--- config.mk ---
export PLATFORM = sky130hd
export DESIGN_NAME = seq_fixed_point_div
export DESIGN_NICKNAME = d
export VERILOG_FILES = /design/src/rtl/fxp_pkg.sv /design/src/rtl/fxdiv_post.sv /design/src/rtl/seq_fixed_point_div.sv
export SDC_FILE = /design/constraint.sdc
export NUM_CORES = 1
export LEC_CHECK = 0
export CAP_MARGIN = 30
export CORE_MARGIN = 1
export CORE_UTILIZATION = 59
export DETAILED_ROUTE_END_ITERATION = 8
export PLACE_DENSITY_LB_ADDON = 0.1
export RECOVER_POWER = 100
export SLEW_MARGIN = 20
export SYNTH_ARGS = -nofsm -noshare
export SYNTH_HDL_FRONTEND = slang
export SYNTH_SLANG_ARGS = --single-unit
--- constraint.sdc ---
create_clock -name clk -period 4.5 [get_ports clk]
set_input_delay 1.125 -clock clk [delete_from_list [all_inputs] [get_ports clk]]
set_output_delay 1.125 -clock clk [all_outputs]
set_load 0.02 [all_outputs]
--- src/rtl/fxp_pkg.sv ---
// ----------------------------------------------------------------------------
// fxp_pkg
// Shared definitions for the fixed-point divider family.
//   fxdiv_state_t : control states of the iterative divider
//   fxdiv_wn()    : number of quotient bits produced by the division loop
// No ports (package).
// ----------------------------------------------------------------------------
package fxp_pkg;

    typedef enum logic [1:0] {
        IDLE = 2'd0,
        BUSY = 2'd1,
        DONE = 2'd2
    } fxdiv_state_t;

    // Quotient width: dividend bits, plus divisor and output fraction bits,
    // plus one guard bit used for rounding.
    function automatic int fxdiv_wn(input int wiia, input int wifa,
                                    input int wifb, input int wof);
        return wiia + wifa + wifb + wof + 1;
    endfunction

endpackage

--- src/rtl/fxdiv_post.sv ---
// ----------------------------------------------------------------------------
// fxdiv_post
// Combinational post-processing for the fixed-point dividers: rounding of the
// guard-bit quotient, sign restore, overflow flags and saturation/wrap, plus
// the divide-by-zero result.
// Ports:
//   qg           in  QW  quotient magnitude with one guard bit below the LSB
//   sign         in  1   result sign (dividend sign ^ divisor sign)
//   div0         in  1   divisor was zero
//   dividend_neg in  1   dividend was negative (selects div0 result)
//   out          out WO  final two's complement quotient
//   upflow       out 1   true quotient above max positive
//   downflow     out 1   true quotient below min negative
// ----------------------------------------------------------------------------
module fxdiv_post #(
    parameter int QW    = 25,
    parameter int WO    = 16,
    parameter int ROOF  = 1,
    parameter int ROUND = 1
) (
    input  logic [QW-1:0] qg,
    input  logic          sign,
    input  logic          div0,
    input  logic          dividend_neg,
    output logic [WO-1:0] out,
    output logic          upflow,
    output logic          downflow
);

    // Working width wide enough for both the quotient and the output limits.
    localparam int XW = ((QW > WO) ? QW : WO) + 1;

    localparam logic [WO-1:0] MAX_POS = {1'b0, {(WO-1){1'b1}}};
    localparam logic [WO-1:0] MIN_NEG = {1'b1, {(WO-1){1'b0}}};
    localparam logic [XW-1:0] LIM_POS = {{(XW-WO+1){1'b0}}, {(WO-1){1'b1}}};
    localparam logic [XW-1:0] LIM_NEG = LIM_POS + {{(XW-1){1'b0}}, 1'b1};

    // Drop the guard bit; adding it first gives round-half-away-from-zero
    // because the value is still a magnitude here.
    function automatic logic [QW-1:0] round_q(input logic [QW-1:0] q);
        logic [QW:0] t;
        if (ROUND != 0)
            t = {1'b0, q} + {{QW{1'b0}}, 1'b1};
        else
            t = {1'b0, q};
        return t[QW:1];
    endfunction

    function automatic logic [WO-1:0] saturate(input logic [XW-1:0] qx,
                                               input logic neg,
                                               input logic over);
        logic [XW-1:0] qs;
        qs = neg ? (~qx + {{(XW-1){1'b0}}, 1'b1}) : qx;
        if (over && (ROOF != 0))
            return neg ? MIN_NEG : MAX_POS;
        return qs[WO-1:0];
    endfunction

    logic [QW-1:0] qm;
    logic [XW-1:0] qx;
    logic          neg;
    logic          over;

    always_comb begin
        qm   = round_q(qg);
        qx   = XW'(qm);
        // A zero magnitude is always reported as +0.
        neg  = sign && (qm != '0);
        over = neg ? (qx > LIM_NEG) : (qx > LIM_POS);

        out      = '0;
        upflow   = 1'b0;
        downflow = 1'b0;
        if (div0) begin
            out      = dividend_neg ? MIN_NEG : MAX_POS;
            upflow   = !dividend_neg;
            downflow = dividend_neg;
        end else begin
            out      = saturate(qx, neg, over);
            upflow   = over && !neg;
            downflow = over && neg;
        end
    end

endmodule

--- src/rtl/seq_fixed_point_div.sv ---
// ----------------------------------------------------------------------------
// seq_fixed_point_div
// Iterative signed fixed-point divider, out = ina / inb. Radix-2 restoring
// division on operand magnitudes, one quotient bit per clock, followed by the
// shared fxdiv_post rounding/saturation stage.
// Ports:
//   rst       in  1          asynchronous reset, active-high
//   clk       in  1          clock
//   in_valid  in  1          operands valid
//   in_ready  out 1          operands accepted this cycle (combinational)
//   ina       in  WIIA+WIFA  dividend, two's complement
//   inb       in  WIIB+WIFB  divisor, two's complement
//   out_valid out 1          result valid
//   out_ready in  1          consumer accepts result
//   out       out WOI+WOF    quotient, two's complement
//   upflow    out 1          true quotient above max positive
//   downflow  out 1          true quotient below min negative
//   div0      out 1          divisor was zero
// Build option: define FXDIV_EARLY_EXIT_EN to skip the division loop when
// either operand is zero (result one cycle after accept).
// ----------------------------------------------------------------------------
module seq_fixed_point_div
    import fxp_pkg::*;
#(
    parameter int WIIA  = 8,
    parameter int WIFA  = 8,
    parameter int WIIB  = 8,
    parameter int WIFB  = 8,
    parameter int WOI   = 8,
    parameter int WOF   = 8,
    parameter int ROOF  = 1,
    parameter int ROUND = 1
) (
    input  logic                 rst,
    input  logic                 clk,
    input  logic                 in_valid,
    output logic                 in_ready,
    input  logic [WIIA+WIFA-1:0] ina,
    input  logic [WIIB+WIFB-1:0] inb,
    output logic                 out_valid,
    input  logic                 out_ready,
    output logic [WOI+WOF-1:0]   out,
    output logic                 upflow,
    output logic                 downflow,
    output logic                 div0
);

    localparam int WA = WIIA + WIFA;
    localparam int WB = WIIB + WIFB;
    localparam int WO = WOI + WOF;
    localparam int WN = fxdiv_wn(WIIA, WIFA, WIFB, WOF);
    localparam int SH = WIFB + WOF + 1;
    // The loop quotient carries WIFA surplus fraction bits; dropping them by
    // truncation is exact because floor(floor(x)/2^k) == floor(x/2^k).
    localparam int QW = WN - WIFA;
    localparam int CW = $clog2(WN + 1);
    localparam logic [CW-1:0] CNT_LAST = CW'(WN);

    fxdiv_state_t state;
    logic [CW-1:0] cnt_p0;

    logic accept;
    logic last;

    assign in_ready  = (state == IDLE) || ((state == DONE) && out_ready);
    assign accept    = in_valid && in_ready;
    assign out_valid = (state == DONE);
    assign last      = (cnt_p0 == CNT_LAST);

    // Operand magnitudes, one bit wider so the most-negative value is exact.
    logic signed [WA:0] ina_x;
    logic signed [WB:0] inb_x;
    logic [WA:0]        ma;
    logic [WB:0]        mb;
    logic [WN-1:0]      num_load;
    logic [CW-1:0]      cnt_load;

    assign ina_x = {ina[WA-1], ina};
    assign inb_x = {inb[WB-1], inb};
    assign ma    = ina[WA-1] ? -ina_x : ina_x;
    assign mb    = inb[WB-1] ? -inb_x : inb_x;
    // ma never exceeds 2^(WA-1), so its top bit is zero and N fits WN bits.
    assign num_load = {ma[WA-1:0], {SH{1'b0}}};

`ifdef FXDIV_EARLY_EXIT_EN
    assign cnt_load = ((ina == '0) || (inb == '0)) ? CNT_LAST : '0;
`else
    assign cnt_load = '0;
`endif

    // ---- stage p0: operand latch and restoring division loop ----
    logic [WN-1:0] num_p0;
    logic [WB:0]   rem_p0;
    logic [WB:0]   mb_p0;
    logic          sign_p0;
    logic          div0_p0;
    logic          aneg_p0;

    logic [WB+1:0] trial;
    logic          qbit;
    logic [WB+1:0] diff;

    assign trial = {rem_p0, num_p0[WN-1]};
    assign qbit  = (trial >= {1'b0, mb_p0});
    assign diff  = trial - {1'b0, mb_p0};

    always_ff @(posedge clk) begin
        if (accept) begin
            num_p0  <= num_load;
            rem_p0  <= '0;
            mb_p0   <= mb;
            sign_p0 <= ina[WA-1] ^ inb[WB-1];
            div0_p0 <= (inb == '0);
            aneg_p0 <= ina[WA-1];
        end else if ((state == BUSY) && !last && !div0_p0) begin
            // trial < 2*mb <= 2^WB, so the remainder always fits WB+1 bits.
            rem_p0 <= qbit ? diff[WB:0] : trial[WB:0];
            num_p0 <= {num_p0[WN-2:0], qbit};
        end
    end

    // ---- stage p1: post-processing and result register ----
    logic [WO-1:0] post_out;
    logic          post_up;
    logic          post_down;

    fxdiv_post #(
        .QW   (QW),
        .WO   (WO),
        .ROOF (ROOF),
        .ROUND(ROUND)
    ) u_post (
        .qg          (num_p0[WN-1:WIFA]),
        .sign        (sign_p0),
        .div0        (div0_p0),
        .dividend_neg(aneg_p0),
        .out         (post_out),
        .upflow      (post_up),
        .downflow    (post_down)
    );

    always_ff @(posedge clk or posedge rst) begin
        if (rst) begin
            state    <= IDLE;
            cnt_p0   <= '0;
            out      <= '0;
            upflow   <= 1'b0;
            downflow <= 1'b0;
            div0     <= 1'b0;
        end else begin
            case (state)
                IDLE: begin
                    if (accept) begin
                        state  <= BUSY;
                        cnt_p0 <= cnt_load;
                    end
                end
                BUSY: begin
                    if (last) begin
                        state    <= DONE;
                        out      <= post_out;
                        upflow   <= post_up;
                        downflow <= post_down;
                        div0     <= div0_p0;
                    end else begin
                        cnt_p0 <= cnt_p0 + {{(CW-1){1'b0}}, 1'b1};
                    end
                end
                DONE: begin
                    if (out_ready) begin
                        if (in_valid) begin
                            state  <= BUSY;
                            cnt_p0 <= cnt_load;
                        end else begin
                            state <= IDLE;
                        end
                    end
                end
                default: state <= IDLE;
            endcase
        end
    end

endmodule
Word-level counts from Yosys, hierarchy flattened
Index checks and enable logic that the tools add are counted.
- register bits: 97
- input port bits: 36
- output and inout bits: 21
- logic and storage cells: 79
- add/sub/neg operators: 6
- magnitude comparators: 3
- equal/unequal tests: 8
- mux-type cells: 26
- bitwise operators: 2
- reduce and logical (&&, ||, !) cells: 20
- operators with widths (operator ; number):
    2-to-1 mux 16 bit ; 7
    2-to-1 mux 33 bit ; 2
    adder 25 x 1 -> 26 bit, second input constant ; 1
    > comparator 25 x 15 -> 1 bit, second input constant ; 1
    > comparator 25 x 16 -> 1 bit, second input constant ; 1
    nonzero test 25 bit ; 1
    2-to-1 mux 6 bit ; 4
    >= comparator 18 x 17 -> 1 bit ; 1
    case mux 6 bit (3 select lines) ; 1
    2-to-1 mux 17 bit ; 1
    negation 16 -> 17 bit ; 1
    subtractor 17 bit ; 1
    adder 16 x 1 -> 16 bit, second input constant ; 1
    zero test 16 bit ; 1
    negation 16 bit ; 1
    inverter 16 bit ; 1
    2-to-1 mux 15 bit ; 1
    inequality test 2 bit, second input constant ; 4
    logical AND 1 bit ; 7
    adder 6 x 1 -> 6 bit, second input constant ; 1
    == test 6 bit, second input constant ; 1
    2-to-1 mux 1 bit ; 6
    2-to-1 mux 2 bit ; 3
    case mux 2 bit (3 select lines) ; 1
    other kinds (12) ; 15

Logic depth before layout (Yosys ltp)
- word-level depth: 8
- depth in mapped cells: 13
- mapped depth without buffers: 12

Modules after synthesis
A second synthesis with hierarchy kept.
- cell total of the unflattened synthesis: 743
- area, all modules: 6721.4 um^2
- modules (own cells, without submodules) (module ; times used ; cells each ; area each (um^2) ; sequential area each (um^2)):
    seq_fixed_point_div ; 1 ; 560 ; 5402.7 ; 2437.3
    fxdiv_post ; 1 ; 183 ; 1318.8 ; 0.0

Least setup slack after synthesis
OpenSTA, ideal clock, no wires.
- path kind: input -> register
- start point: in ina[1]
- end point: reg num_p0[30] (data pin)
- setup time: 0.267 ns
- arrival time: 3.086 ns
- required time: 4.233 ns
- path slack: 1.147 ns
- cell stages on the path: 8
- buffers on the path: 0
- cell sequence: or3_1 or3_1 or3_1 or4_1 o21ai_0 nand2_1 xnor2_1 o21ai_0
- word-level cells in the longest chain between the ends: 3
- ends and longest elaborated chain (element ; RTL line ; RTL):
    from (decl) ; seq_fixed_point_div.sv:38 ; input logic [WIIA+WIFA-1:0] ina,
    negation 16 bit ; seq_fixed_point_div.sv:80 ; assign ma = ina[WA-1] ? -ina_x : ina_x;
    2-to-1 mux 16 bit ; seq_fixed_point_div.sv:80 ;
    2-to-1 mux 33 bit ; seq_fixed_point_div.sv:108 ; if (accept) begin
    to (signal assigned) ; seq_fixed_point_div.sv:109 ; num_p0 <= num_load;
    to (signal assigned) ; seq_fixed_point_div.sv:118 ; num_p0 <= {num_p0[WN-2:0], qbit};
    to (decl) ; seq_fixed_point_div.sv:92 ; logic [WN-1:0] num_p0;
No other way between the ends.
A chain may end at the register's enable or synchronous reset.

Worst setup path after layout
- start point: reg num_p0[9]
- end point: reg out[3]
- word-level cells in the longest chain between the ends: 8
- elaborated cells on any way between the ends: 15
- classes of those cells: add/sub: 2; order compare: 2; mux: 8; bitwise: 1; reduce/logical: 2
- ends and longest elaborated chain (element ; RTL line ; RTL):
    adder 25 x 1 -> 26 bit (*) ; fxdiv_post.sv:43 ; t = {1'b0, q} + {{QW{1'b0}}, 1'b1};
    branches (longest 5 deep; another with > comparator 25 x 15 -> 1 bit) ; - ;
    2-to-1 mux 16 bit (*) ; fxdiv_post.sv:56 ; return qs[WO-1:0];
    2-to-1 mux 16 bit (*) ; fxdiv_post.sv:74 ; if (div0) begin
    to (signal assigned) ; seq_fixed_point_div.sv:161 ; out <= post_out;
    to (decl) ; seq_fixed_point_div.sv:42 ; output logic [WOI+WOF-1:0] out,
Every way passes the cells marked *. The select of a mux whose other input is x is not followed.

==> results by group <==
Status
  – Outcome: finished, final reports clean

Setup path
  – Critical Path RT: ~4.8 ns
  – Worst-path maximum fanout: 13
  – Worst setup path class: reg2reg
  – Cells along the critical path: ha_1 -> nand3_1 -> or4_1 -> xnor2_1 -> a211oi_1 -> nand3_2 -> o31a_1 -> a221oi_4 -> nor2_2 -> o22ai_1
  – Worst reg2reg startpoint: num_p0[9]$_SDFFE_PP0P_
  – Slowest cell on crit path: or4_1
  – R2R cell count: 10
  – Reg-to-reg setup timing slack: about 0.56 ns
  – Capture point of the worst reg-to-reg path: out[3]$_DFFE_PP0P_
  – Delay of the slowest cell on the worst path: slightly above 0.6 ns
  – Startpoint class of the critical path: register
  – Capturing element type of the critical path: register
  – WP data arrival: between 4 and 5 ns

Power and ir drop
  – Total power density per cell area: around 640 nW/um2
  – Pleak: 2.862 nW
  – Overall power after layout: between 4 and 5 mW
  – Peak VDD IR: about 0.27 mV

Clocking
  – Clock Tree Root: clkbuf_8
  – TritonCTS Buffers: 9
  – # resized after CTS: 0
  – Largest buffer count on any clock path: 2
  – H-tree depth: 3
  – Sinks on Clock Net: between 90 and 100
  – Clock-pin slew of the registers on the worst-case setup and hold paths: ~0.1 ns
  – CTS hold repair buffers: 0
  – Clock network latency to the later pin of the worst-skew pair: 0.38 ns
  – Buffer count from post-CTS setup fixing: 0
  – TritonCTS clock tree: yes

Global routing
  – Met2 layer usage reported by global route: a little under half
  – Routing usage on met1: a little under two fifths
  – Number of antenna violations at the first check in global routing: 0
  – GR Overflow Total: 0
  – Pin count of the biggest net entering global routing: 39
  – Via count of the first global-routing pass: 5439
  – Global Route Usage Sum: between 20 and 30%
  – Layer with the highest usage: met2
  – Wire length of the first global-routing pass: between 20 and 30 mm
  – Met3 Usage GRT: about 3.8%

Final layout
  – Final core utilization: between 60% and 70%
  – Layout cell share with drive strength beyond 1: 5.882%
  – Area growth from synthesis to final layout: 11.80%
  – Number of fill cells: 940
  – Area used by multi-input combinational logic: 3832 um2
  – Sequential Area: 2437 um2
  – Count of non-filler cells in the finished layout: around 960
  – N_diodes: 0
  – Post-route cell area: 7395 um2
  – Final Net Count: 872

Worst hold path
  – Worst hold path type: reg2reg
  – Hold path start: num_p0[0]$_SDFFE_PP0P_
  – Worst hold stages: 2
  – Worst hold path endpoint: num_p0[0]$_SDFFE_PP0P_

Drt
  – Number of violations reported at the end of detailed-routing iteration 0: 404
  – Pre-antenna DRT Iters: 5
  – Total wire length after detailed routing: between 15 and 20 mm
  – Drt wl/cell: around 16 um
  – Detail-routed via count per cell: 5.983
  – Total number of vias: 5720
  – DRC errors left: 0
  – Remaining antenna violation count: 0

STA
  – Transition time at the pin with the least slew margin: 0.9352 ns
  – Max Freq: 253.8 MHz
  – Setup repair after global routing missed its margin: false
  – Fin Clk Skew: 0.01786 ns
  – Max_slew headroom: 37.65%
  – Least setup slack across all paths after layout: approximately 0.56 ns
  – Number of hold-slack violations in the final timing report: 0
  – Share of the cycle needed by the critical path after routing: between 80% and 90%
  – Worst Hold Margin: approximately 0.46 ns
  – Number of setup violations in the final report: 0
  – Max-slew violation count: 0
  – Min Tclk post-route: between 3 and 4 ns
  – TNS Setup: 0 ns

Placed design
  – Setup WS pre-CTS: 0.5047 ns
  – Post-DP Area: 7248 um2
  – Total placed cells including tap cells: 940
  – Placer's final routability congestion estimate: roughly 0.87
  – Final HPWL DP: about 11 mm
  – I/O Buffers: 56

Logic synthesis
  – Number of warnings issued by yosys: 0
  – Share of synthesized area occupied by flip-flops and latches: between 30 and 40%
  – Synth area leaders: edfxtp_1, dfxtp_1, dfrtp_1, nand2_1, o21ai_0
  – Syn_area_per_cell: about 8.5 um2
  – Most instantiated library cell after synthesis: nand2_1
  – Proportion of netlist area held by the largest area contributor: between 10% and 20%
  – Post-synth EDFFs: 36
  – Flops & latches, synth: between 90 and 100
  – Top cell type by total area after synthesis: edfxtp_1
  – Async SR Flop Fraction: 27.84%
  – Number of distinct library cell variants in the gate-level netlist after synthesis: 72
  – Most frequent cells after synthesis: nand2_1, o21ai_0, nor2_1, xnor2_1
  – Synth Flop Type: edfxtp_1
  – Post-synthesis cell area: around 6600 um2
  – Syn_nets: around 840
  – Gate count of the mapped netlist: ~770

Die
  – Die height: between 100 and 150 um
  – Floorplan die width: between 100 and 150 um
  – Core outline area: around 11000 um2
  – Number of placed I/O pins: 57
  – Row count: 38
  – Initial standard-cell utilization of the core: between 60 and 70%
  – Die area: ~12000 um2

Job
  – Total of max-cap violations: 0
-- cell families (layout without fill, tap and decap cells) --
group	after synthesis	count (layout)	synth area share, %
adders and majority gates	25	25	4.843
buffers and inverters	76	118	5.164
xor gates and xnor gates	67	67	8.872
DFF	97	97	36.85
and+or+nand+nor	291	291	21.70
other	1	1	0.05670
muxes	18	18	2.781
AOI/OAI and AO/OA	199	199	19.73
-- layout by cell type, fill, tap and decap left out, types with 4 or more instances in the layout --
cell and n:
a211oi_1 7, a21oi_1 32, a31o_2 4, a31oi_1 6, and2_1 5, buf_4 5
clkbuf_1 4, clkbuf_8 9, clkdlybuf4s50_1 27, dfrtp_1 27, dfxtp_1 34, dlygate4sd3_1 29
edfxtp_1 36, ha_1 24, inv_1 36, mux2i_1 15, nand2_1 114, nand2b_1 10
nand3_1 18, nand4_1 16, nor2_1 58, nor2b_1 5, nor3_1 15, o211ai_1 5
o21a_1 8, o21ai_0 78, o22ai_1 11, o31ai_1 10, o41ai_1 4, or3_1 14
or4_1 8, xnor2_1 44, xor2_1 23
-- per-layer routing --
metal | routed length [um] | part of all wire (%) | vias up
met2 | 7090 | 47 | 173
met4 | 312 | 2.1 | 0
met1 | 6928 | 46 | 2661
met3 | 717 | 4.8 | 25
met5 | 0 | 0 | -
li1 | - | - | 2861
-- layout make-up --
type | count | share of cell area (%)
Timing Repair Buffer | 66 | 8.511
Clock inverter | 6 | 0.7783
Sequential cell | 97 | 32.96
Tap cell | 140 | 2.369
Clock buffer | 10 | 1.726
Multi-Input combinational cell | 601 | 51.83
Inverter | 36 | 1.827
-- critical path: cells and delay by family (launching register included) --
family | cells | cell delay (ns)
flip-flops | 1 | 0.48
AO/OA/AOI/OAI | 4 | 1.44
AND/OR/NAND/NOR | 4 | 1.36
adder cells (fa/ha/maj) | 1 | 0.37
XOR/XNOR | 1 | 0.19
-- power by group --
group	internal [mW]	leakage [nW]	total [mW]	switching, mW
Clock	0.215	0.0953	0.550	0.335
Sequential	1.32	0.975	1.71	0.391
Combinational	1.08	1.79	2.50	1.41
Total	2.62	2.86	4.76	2.14
-- worst max-delay path by stage --
stage                           start                   end  cells after the start
2_1_floorplan                  ina[1]  num_p0[30]$_DFFE_PP_                      8
3_3_place_gp                   ina[1]  num_p0[30]$_DFFE_PP_                      9
3_5_place_dp                   ina[1]  num_p0[30]$_DFFE_PP_                      9
4_1_cts        num_p0[9]$_SDFFE_PP0P_    out[9]$_DFFE_PP0P_                     10
5_1_grt        num_p0[9]$_SDFFE_PP0P_    out[7]$_DFFE_PP0P_                     10
6_report       num_p0[9]$_SDFFE_PP0P_    out[3]$_DFFE_PP0P_                     10
-- sequential cells by signal (all words and copies together), names as in the netlist, 2 cells and up --
| name | cells |
|---|---|
| rem_p0 | 17 |
| out | 16 |
| cnt_p0 | 6 |
| mb_p0 | 17 |
| num_p0 | 33 |
| state | 2 |
Power figures use the tool's default switching activity.
